**src/rtl/mem_arb_pkg.sv**
```systemverilog
// -----------------------------------------------------------------------------
// mem_arb_pkg
// Shared definitions for the round-robin memory front end:
//   - arb_state_e     : arbiter FSM encodings (ST_IDLE / ST_XFER / ST_DRAIN)
//   - MEM_ARB_SLICE   : packed-slice index macro, device i of width w lives at
//                       [i*w +: w] inside a flattened per-device bus
//   - rr_pick()       : round-robin requester search
// No ports (package).
// -----------------------------------------------------------------------------
`ifndef MEM_ARB_PKG_SV
`define MEM_ARB_PKG_SV

`define MEM_ARB_SLICE(idx, w) ((idx) * (w)) +: (w)

package mem_arb_pkg;

    typedef enum logic [1:0] {
        ST_IDLE  = 2'd0,
        ST_XFER  = 2'd1,
        ST_DRAIN = 2'd2
    } arb_state_e;

    // Widest request vector rr_pick() can search; callers zero-extend into it.
    localparam int MAX_DEV   = 32;
    localparam int MAX_DEV_W = 5;

    // Return the first requester found searching upward from ptr+1, wrapping
    // modulo num. If nothing requests, ptr is returned (callers qualify the
    // result with "any request" themselves).
    function automatic int rr_pick(
        input logic [MAX_DEV-1:0] req,
        input int                 ptr,
        input int                 num
    );
        int   pick;
        int   idx;
        logic found;
        pick  = ptr;
        found = 1'b0;
        for (int k = 32'sd1; k <= MAX_DEV; k++) begin
            idx = (ptr + k) % num;
            if ((k <= num) && !found && req[idx[MAX_DEV_W-1:0]]) begin
                pick  = idx;
                found = 1'b1;
            end else begin
                pick  = pick;
                found = found;
            end
        end
        return pick;
    endfunction

endpackage

`endif

```
**src/rtl/mem_sp_ram.sv**
```systemverilog
// -----------------------------------------------------------------------------
// mem_sp_ram
// Synchronous single-port RAM, 2**ADDR_W x DATA_W. Write on the clock edge
// when en & we; read data registered on the edge when en & !we, giving one
// cycle of read latency. The read register holds its value between reads and
// is the only state cleared by reset; array contents survive reset.
// Ports:
//   clk, reset      : clock, synchronous active-high reset (read register only)
//   en, we          : access strobe, 1 = write / 0 = read
//   addr, di        : address and write data
//   rd_data         : registered read data
// -----------------------------------------------------------------------------
module mem_sp_ram #(
    parameter int    DATA_W    = 8,
    parameter int    ADDR_W    = 8,
    parameter string INIT_FILE = ""
) (
    input  logic              clk,
    input  logic              reset,
    input  logic              en,
    input  logic              we,
    input  logic [ADDR_W-1:0] addr,
    input  logic [DATA_W-1:0] di,
    output logic [DATA_W-1:0] rd_data
);

    localparam int DEPTH = 2 ** ADDR_W;

    logic [DATA_W-1:0] mem_r [0:DEPTH-1];
    logic [DATA_W-1:0] rd_data_r;

    // Power-up image: all zero.
    initial begin
        for (int i = 0; i < DEPTH; i++) begin
            mem_r[i] = '0;
        end
    end

    // Array write port.
    always_ff @(posedge clk) begin
        if (en && we) begin
            mem_r[addr] <= di;
        end
    end

    // Registered read port; holds the last read word.
    always_ff @(posedge clk) begin
        if (reset) begin
            rd_data_r <= '0;
        end else if (en && !we) begin
            rd_data_r <= mem_r[addr];
        end
    end

    assign rd_data = rd_data_r;

endmodule

```
**src/rtl/mem_rr_arbiter.sv**
```systemverilog
// -----------------------------------------------------------------------------
// mem_rr_arbiter
// NUM_DEV-port front end onto one single-port RAM. Requests are granted in
// round-robin order; each grant runs a single word or a BURST_LEN-beat burst,
// one RAM access per cycle at base+beat (address wraps).
// Ports:
//   clk, reset      : clock, synchronous active-high reset
//   dev_mem_en      : per-device request, held until the final ack
//   dev_burst_en    : 1 = burst, 0 = single word
//   dev_we          : 1 = write, 0 = read
//   dev_addr/dev_di : packed per-device base address / write data
//   dev_do_ack      : per-beat ack (write: same cycle, read: one cycle later)
//   mem_do          : shared read data, valid with a read ack
//   grant           : one-hot current owner, 0 when idle
//   busy            : high whenever the FSM is not idle
// -----------------------------------------------------------------------------
module mem_rr_arbiter
    import mem_arb_pkg::*;
#(
    parameter int    NUM_DEV   = 3,
    parameter int    ADDR_W    = 8,
    parameter int    DATA_W    = 8,
    parameter int    BURST_LEN = 4,
    parameter string INIT_FILE = ""
) (
    input  logic                      clk,
    input  logic                      reset,
    input  logic [NUM_DEV-1:0]        dev_mem_en,
    input  logic [NUM_DEV-1:0]        dev_burst_en,
    input  logic [NUM_DEV-1:0]        dev_we,
    input  logic [NUM_DEV*ADDR_W-1:0] dev_addr,
    input  logic [NUM_DEV*DATA_W-1:0] dev_di,
    output logic [NUM_DEV-1:0]        dev_do_ack,
    output logic [DATA_W-1:0]         mem_do,
    output logic [NUM_DEV-1:0]        grant,
    output logic                      busy
);

    localparam int IDX_W  = (NUM_DEV > 1) ? $clog2(NUM_DEV) : 1;
    localparam int BEAT_W = $clog2(BURST_LEN);
    localparam logic [NUM_DEV-1:0] ONE_HOT0 = NUM_DEV'(32'd1);

    arb_state_e          state_r;
    arb_state_e          next_state_s;
    logic [NUM_DEV-1:0]  grant_r;
    logic [IDX_W-1:0]    gidx_r;
    logic                we_r;
    logic                burst_r;
    logic [ADDR_W-1:0]   base_r;
    logic [BEAT_W-1:0]   beat_r;
    logic [IDX_W-1:0]    rr_ptr_r;
    logic [NUM_DEV-1:0]  rd_ack_r;

    logic [MAX_DEV-1:0]  req_ext_s;
    logic                any_req_s;
    logic [IDX_W-1:0]    pick_s;
    logic                en_g_s;
    logic                last_beat_s;
    logic                access_s;
    logic                leave_s;
    logic [ADDR_W-1:0]   ram_addr_s;
    logic [DATA_W-1:0]   ram_di_s;
    logic [NUM_DEV-1:0]  wr_ack_s;

    // Request search and per-beat access qualification.
    always_comb begin
        req_ext_s   = MAX_DEV'(dev_mem_en);
        any_req_s   = |dev_mem_en;
        pick_s      = IDX_W'(rr_pick(req_ext_s, int'(rr_ptr_r), NUM_DEV));
        en_g_s      = dev_mem_en[gidx_r];
        if (burst_r) begin
            last_beat_s = (beat_r == BEAT_W'(BURST_LEN - 1));
        end else begin
            last_beat_s = (beat_r == '0);
        end
        // Reset wins over an in-flight beat: no RAM write, no ack.
        access_s    = (state_r == ST_XFER) && en_g_s && !reset;
        // A low request in XFER is an abort: leave without accessing.
        leave_s     = (state_r == ST_XFER) && (!en_g_s || last_beat_s);
        ram_addr_s  = base_r + ADDR_W'(beat_r);
        ram_di_s    = dev_di[`MEM_ARB_SLICE(gidx_r, DATA_W)];
        if (access_s && we_r) begin
            wr_ack_s = grant_r;
        end else begin
            wr_ack_s = '0;
        end
    end

    // FSM state register.
    always_ff @(posedge clk) begin
        if (reset) begin
            state_r <= ST_IDLE;
        end else begin
            state_r <= next_state_s;
        end
    end

    // FSM next-state logic.
    always_comb begin
        next_state_s = state_r;
        case (state_r)
            ST_IDLE: begin
                if (any_req_s) begin
                    next_state_s = ST_XFER;
                end else begin
                    next_state_s = ST_IDLE;
                end
            end
            ST_XFER: begin
                if (leave_s) begin
                    next_state_s = we_r ? ST_IDLE : ST_DRAIN;
                end else begin
                    next_state_s = ST_XFER;
                end
            end
            ST_DRAIN: next_state_s = ST_IDLE;
            default:  next_state_s = ST_IDLE;
        endcase
    end

    // Transfer context: owner, direction, base, beat counter, rr pointer.
    always_ff @(posedge clk) begin
        if (reset) begin
            grant_r  <= '0;
            gidx_r   <= '0;
            we_r     <= 1'b0;
            burst_r  <= 1'b0;
            base_r   <= '0;
            beat_r   <= '0;
            rr_ptr_r <= IDX_W'(NUM_DEV - 1);
        end else begin
            case (state_r)
                ST_IDLE: begin
                    if (any_req_s) begin
                        grant_r <= ONE_HOT0 << pick_s;
                        gidx_r  <= pick_s;
                        we_r    <= dev_we[pick_s];
                        burst_r <= dev_burst_en[pick_s];
                        base_r  <= dev_addr[`MEM_ARB_SLICE(pick_s, ADDR_W)];
                        beat_r  <= '0;
                    end
                end
                ST_XFER: begin
                    if (leave_s) begin
                        rr_ptr_r <= gidx_r;
                        // Reads keep the grant through DRAIN for the last ack.
                        if (we_r) begin
                            grant_r <= '0;
                        end
                    end else begin
                        beat_r <= beat_r + BEAT_W'(1);
                    end
                end
                ST_DRAIN: grant_r <= '0;
                default:  grant_r <= '0;
            endcase
        end
    end

    // Read ack follows the read access by one cycle, in step with rd_data.
    always_ff @(posedge clk) begin
        if (reset) begin
            rd_ack_r <= '0;
        end else if (access_s && !we_r) begin
            rd_ack_r <= grant_r;
        end else begin
            rd_ack_r <= '0;
        end
    end

    mem_sp_ram #(
        .DATA_W    (DATA_W),
        .ADDR_W    (ADDR_W),
        .INIT_FILE (INIT_FILE)
    ) u_ram (
        .clk     (clk),
        .reset   (reset),
        .en      (access_s),
        .we      (we_r),
        .addr    (ram_addr_s),
        .di      (ram_di_s),
        .rd_data (mem_do)
    );

    assign dev_do_ack = rd_ack_r | wr_ack_s;
    assign grant      = grant_r;
    assign busy       = (state_r != ST_IDLE);

endmodule

```
**config.mk**
```make
export PLATFORM = sky130hd
export DESIGN_NAME = mem_rr_arbiter
export DESIGN_NICKNAME = d
export VERILOG_FILES = /design/src/rtl/mem_arb_pkg.sv /design/src/rtl/mem_sp_ram.sv /design/src/rtl/mem_rr_arbiter.sv
export SDC_FILE = /design/constraint.sdc
export NUM_CORES = 2
export LEC_CHECK = 0
export ABC_AREA = 1
export CORE_UTILIZATION = 57
export DETAILED_ROUTE_END_ITERATION = 7
export PLACE_DENSITY = 0.73
export SYNTH_ARGS = -nofsm -noshare
export SYNTH_HDL_FRONTEND = slang
export SYNTH_HIERARCHICAL = 1
export SYNTH_SLANG_ARGS = --single-unit
```
**constraint.sdc**
```tcl
create_clock -name clk -period 24.5 [get_ports clk]
set_clock_uncertainty 0.05 [all_clocks]
set_input_delay 6.125 -clock clk [delete_from_list [all_inputs] [get_ports clk]]
set_output_delay 6.125 -clock clk [all_outputs]
set_load 0.02 [all_outputs]
```
Word level (Yosys, flattened, before mapping):

Memory sizes are Yosys's and may differ from the RTL's. A register that Yosys moved wholly into a read port is not among the register bits.
Index checks and enable logic that the tools add are counted.

* bits in registers: 24
* RAM bits: 2048
* bits of input ports: 59
* output and inout port bits: 15
* logic and storage cells: 89
* memories: 1

* $add $sub $neg: 5
* divide/modulo/power cells: 3
* magnitude comparators: 5
* eq/ne operators: 6
* shifts and indexed selects: 3
* muxes and demuxes: 32
* bitwise logic cells: 2
* reduce and logical (&&, ||, !) cells: 23

Memory list
* u_ram.mem_r: words 256, bits a word 8, rd ports 1, clocked after Yosys merged registers in 1, wr ports 1, line mem_sp_ram.sv:29 `logic [DATA_W-1:0] mem_r [0:DEPTH-1];`

Operator list (number)
* modulo 32 x 3 -> 32 bit, second input constant: 3
* indexed part select 24 x 6 -> 8 bit: 2
* less-than comparator 5 x 6 -> 1 bit, second input constant: 3
* binary-select mux 1 bit (select 5 bit): 3
* two-way mux 2 bit: 7
* two-way mux 1 bit: 12
* two-way mux 3 bit: 4
* adder 8 x 2 -> 8 bit: 1
* != test 2 bit, second input constant: 4
* one-hot mux 2 bit (2 select lines): 2
* logical AND 1 bit: 7
* adder 2 x 2 -> 3 bit, second input constant: 2
* binary-select mux 1 bit (select 2 bit): 3
* less-than comparator 2 x 3 -> 1 bit, second input constant: 2
* one-hot mux 3 bit (2 select lines): 1
* AND reduction 3 bit: 2
* zero test 1 bit: 5
* zero test 2 bit: 2
* AND reduction 2 bit: 2
* nonzero test 2 bit: 2
* adder 2 x 1 -> 3 bit, second input constant: 1
* bitwise OR 3 bit: 1
* OR reduction 3 bit: 1
* left shift 1 x 2 -> 3 bit, first input constant: 1
* 6 further kinds: 6

Longest topological paths before layout:

* depth after elaboration: 14
* depth in mapped cells: 21
* mapped depth without buffers: 19

Modules after synthesis:

The synthesis kept the hierarchy.

Modules (own cells, without submodules)
* mem_sp_ram: instances 1, cells each 7705, area each 84093.2 µm², seq. area each 61659.1 µm²
* mem_rr_arbiter: instances 1, cells each 331, area each 2124.5 µm², seq. area each 480.5 µm²

Worst setup path after synthesis:

No wires, ideal clock.

* path type: in2reg
* start point: input port dev_di[0]
* end point: memory u_ram.mem_r[0][0], data pin
* setup time: 2234 ps
* arrival: 16537 ps
* data required time: 22216 ps
* setup slack: 5679 ps
* stages on the path: 2
* buffers on the path: 0
* cells stage by stage: nor2_1 o31ai_1

* cells in the longest elaborated chain, start to end: 1

Ends and longest elaborated chain
* start, declared: line mem_rr_arbiter.sv:32 `input logic [NUM_DEV*DATA_W-1:0] dev_di,`
* indexed part select 24 x 6 -> 8 bit: line mem_rr_arbiter.sv:81 `` ram_di_s = dev_di[`MEM_ARB_SLICE(gidx_r, DATA_W)]; ``
* via ram_di_s[0]: line mem_rr_arbiter.sv:62 `logic [DATA_W-1:0] ram_di_s;`
* end, declared: line mem_sp_ram.sv:29

The timed path passes the listed nets, and every way through them passes these cells.

Final worst setup path:

* start point: input port dev_mem_en[1]
* end point: output port dev_do_ack[2]

* cells in the longest elaborated chain, start to end: 7

Ends and longest elaborated chain
* start, declared: line mem_rr_arbiter.sv:28 `input logic [NUM_DEV-1:0] dev_mem_en,`
* binary-select mux 1 bit (select 2 bit): line mem_rr_arbiter.sv:70 `en_g_s = dev_mem_en[gidx_r];`
* two-way mux 1 bit (not written as such): line mem_rr_arbiter.sv:70
* logical AND 1 bit (2 in series): line mem_rr_arbiter.sv:77 `access_s = (state_r == ST_XFER) && en_g_s && !reset;`
* via access_s: line mem_rr_arbiter.sv:59 `logic access_s;`
* logical AND 1 bit: line mem_rr_arbiter.sv:82 `if (access_s && we_r) begin`
* two-way mux 3 bit: line mem_rr_arbiter.sv:82
* bitwise OR 3 bit: line mem_rr_arbiter.sv:185 `assign dev_do_ack = rd_ack_r | wr_ack_s;`
* end, declared: line mem_rr_arbiter.sv:33 `output logic [NUM_DEV-1:0] dev_do_ack,`

The timed path passes the listed nets, and every way through them passes these cells. The select of a mux whose other input is x is not followed.

==> flow_metrics.env <==
export IMPL_min_period_over_period_pct=59.44
export IMPL_power_per_cell_area_nw_per_um2=121.3
export IMPL_arrival_ps=8390
export IMPL_worst_path_max_fanout=4
export IMPL_ios=74
export IMPL_clock_tree_root_cell="sky130_fd_sc_hd__clkbuf_16"
export IMPL_report_final_slew_viol_count=0
export IMPL_post_cts_resized_instances=0
export IMPL_first_pass_grt_wire_length_um=341000
export IMPL_drt_wl_total_um=228800
export IMPL_synthToLayoutAreaGrowth_pct=9.870
export IMPL_reg2reg_setup_slack_ps=18540
export IMPL_finalWorstPathRequiredPeriod_ps=14560
export IMPL_globalRoute_totalOverflow=0
export IMPL_post_synth_most_frequent_cells="sky130_fd_sc_hd__nand2_1, sky130_fd_sc_hd__edfxtp_1, sky130_fd_sc_hd__nor2_1"
export IMPL_outcome="finished, final reports clean"
export IMPL_critPathRequiredTime_ps=18330
export IMPL_ys_dominant_reg_cell="sky130_fd_sc_hd__edfxtp_1"
export IMPL_drt_pass1_iterations=6
export IMPL_synth_cell_area_sq_um=86220
export IMPL_design_area_sq_um=94730
export IMPL_synth_edf_count=2048
export IMPL_synth_async_reset_ratio_pct=0
export IMPL_cell_count_after_synthesis=8036
export IMPL_finalSetupTns_ps=0
export IMPL_drc_errors=0
export IMPL_area_of_combinational_cells_with_multiple_inputs_sq_um=21960
export IMPL_reg2regPathDepth=19
export IMPL_synth_lib_cells_used_distinct=36
export IMPL_gpl_wtd_cong=0.8966
export IMPL_grt_setup_unrepaired="no"
export IMPL_hold_path_class="reg -> reg"
export IMPL_detail_route_vias_per_cell=5.797
export IMPL_yosysTopAreaCellShare_pct=71.33
export IMPL_grt_max_degree=198
export IMPL_final_hold_viol_count=0
export IMPL_min_from="grant[2]"
export IMPL_hold_crit_depth=2
export IMPL_grt_antenna_before_repair=6
export IMPL_capturing_element_type_of_the_critical_path="primary output"
export IMPL_cts_htree_levels=4
export IMPL_placement_io_buffers=73
export IMPL_fillCellCount=11540
export IMPL_cts_hold_repair_buffers=0
export IMPL_synth_ff_latch_count=2080
export IMPL_hpwl_um=129500
export IMPL_clock_path_buffers=3
export IMPL_timing_fmax_mhz=68.67
export IMPL_cts_sinks=2080
export IMPL_register_area_sq_um=62140
export IMPL_worst_slew_margin_rel_pct=12.52
export IMPL_number_of_warnings_reported_in_the_yosys_synthesis_log=6
export IMPL_route_vias_total=58840
export IMPL_synthMostInstantiatedCell="sky130_fd_sc_hd__nand2_1"
export IMPL_syn_nets=8108
export IMPL_critPathLaunch="dev_mem_en[1]"
export IMPL_startpoint_type="input pin"
export IMPL_holdPathEnd="rd_ack_r[2]"
export IMPL_final_antenna_net_count=0
export IMPL_timing_rr_end="u_ram/rd_data[1]"
export IMPL_yosys_top_cells_area="sky130_fd_sc_hd__edfxtp_1, sky130_fd_sc_hd__nand2_1, sky130_fd_sc_hd__nor2_1"
export IMPL_critical_path_reg2reg_startpoint="beat_r[0]"
export IMPL_final_hold_worst_slack_ps=437.7
export IMPL_critPathKind="in -> out"
export IMPL_power_static_leakage_nw=35.86
export IMPL_clock_latency_ps=830
export IMPL_finish_net_count=8035
export IMPL_dr_first_iter_drc_count=8083
export IMPL_synth_area_leader_cell="sky130_fd_sc_hd__edfxtp_1"
export IMPL_clk_pin_slew_worst_paths_ps=60
export IMPL_synth_avg_cell_area_sq_um=10.73
export IMPL_final_layout_size_suffix_gt1_share_pct=5.281
export IMPL_maxcap_violations=0
export IMPL_die_area_sq_um=152800
export IMPL_synth_seq_area_share_pct=72.07
export IMPL_dp_cells=9780
export IMPL_fp_coreArea_sq_um=150000
export IMPL_die_width_um=390.9
export IMPL_gr_usage_all_layers_pct=29.95
export IMPL_number_of_global_route_vias_before_repair=56840
export IMPL_tritoncts="yes"
export IMPL_die_h_um=390.9
export IMPL_finalNonFillerCells=10150
export IMPL_max_slew_worst_pin_slew_ps=1312
export IMPL_start_util_pct=57.50
export IMPL_num_rows=142
export IMPL_power_ir_vdd_worst_mv=0.3591
export IMPL_dpl_cell_area_sq_um=88500
export IMPL_finalSetupViolations=0
export IMPL_cts_setup_buffers=0
export IMPL_route_detailed_wl_per_inst_um=22.55
export IMPL_cts_made_buffers=197
## per-layer routing
metal	GRT usage, %	part of all wire (%)	vias up
li1	-	-	26690
met3	6.939	11	483
met1	40.73	39	28190
met2	47.22	47	3476
met4	11.31	3.5	2
met5	0	0.0057	-
## worst max-delay path by stage
stage	slack [ps]	to
global route	9750	dev_do_ack[2]
global placement	9900	dev_do_ack[0]
CTS	9940	dev_do_ack[1]
detailed placement	9950	dev_do_ack[1]
floorplan	5680	u_ram/mem_r[0][0]
finish	9940	dev_do_ack[2]
## layout by cell type, fill, tap and decap left out, drive strengths merged, types with 12 or more instances in the layout
cell type and n:
clkinv 110, o21bai 14, clkbuf 228, bufinv 15
edfxtp 2048, nand3 397, nand4 132, inv 91
ha 12, dfxtp 32, a21oi 65, nor2 673
nand2 4033, clkdlybuf4s50 73, o21ai 85, buf 90
## kinds of logic after synthesis
group	share of synthesized area [%]
DFF	72.07
buffers and inverters	2.650
xor gates and xnor gates	0.06096
AOI/OAI and AO/OA	1.116
muxes	0.01161
and+or+nand+nor	23.89
adders and majority gates	0.1974
## power by group
part | switching (W) | total [W] | internal [W]
Sequential | 0.0000155 | 0.00462 | 0.00461
Clock | 0.00128 | 0.00294 | 0.00166
Combinational | 0.00312 | 0.00392 | 0.000800
## worst max-delay path, cell delays in order
cell	delay [ps]
sky130_fd_sc_hd__clkdlybuf4s50_1	490
sky130_fd_sc_hd__inv_1	90
sky130_fd_sc_hd__nand2_1	60
sky130_fd_sc_hd__o21ai_0	70
sky130_fd_sc_hd__o21ai_0	270
sky130_fd_sc_hd__nand2_1	90
sky130_fd_sc_hd__nor2_1	240
sky130_fd_sc_hd__nand2_1	150
sky130_fd_sc_hd__o21bai_1	170
sky130_fd_sc_hd__clkdlybuf4s50_1	640
## stage by stage
step,power [W],utilization [%],worst slack [ps]
3_3_place_gp,0.008485,59.02,9903
6_report,0.01149,63.17,9937
5_1_grt,0.01193,63.15,9749
3_5_place_dp,0.008534,59.02,9949
2_1_floorplan,0.007395,-,5679
4_1_cts,0.01143,63.15,9945
## sequential cells by signal (all words and copies together) (netlist names), 2 cells and up
signal         count
u_ram/mem_r     2048
base_r             8
u_ram/rd_data      8
grant              3
rd_ack_r           3
beat_r             2
gidx_r             2
rr_ptr_r           2
state_r            2
## cell type report
cell class	instances	area share, %
sequential	2080	65.60
antenna	11	0.02906
multi-input combinational	5435	23.18
clock inverter	131	1.104
timing repair buffer	163	1.617
clock buffer	228	5.438
inverter	86	0.3672
tap	2016	2.663
Note: power is estimated with default switching activity, not from simulation.
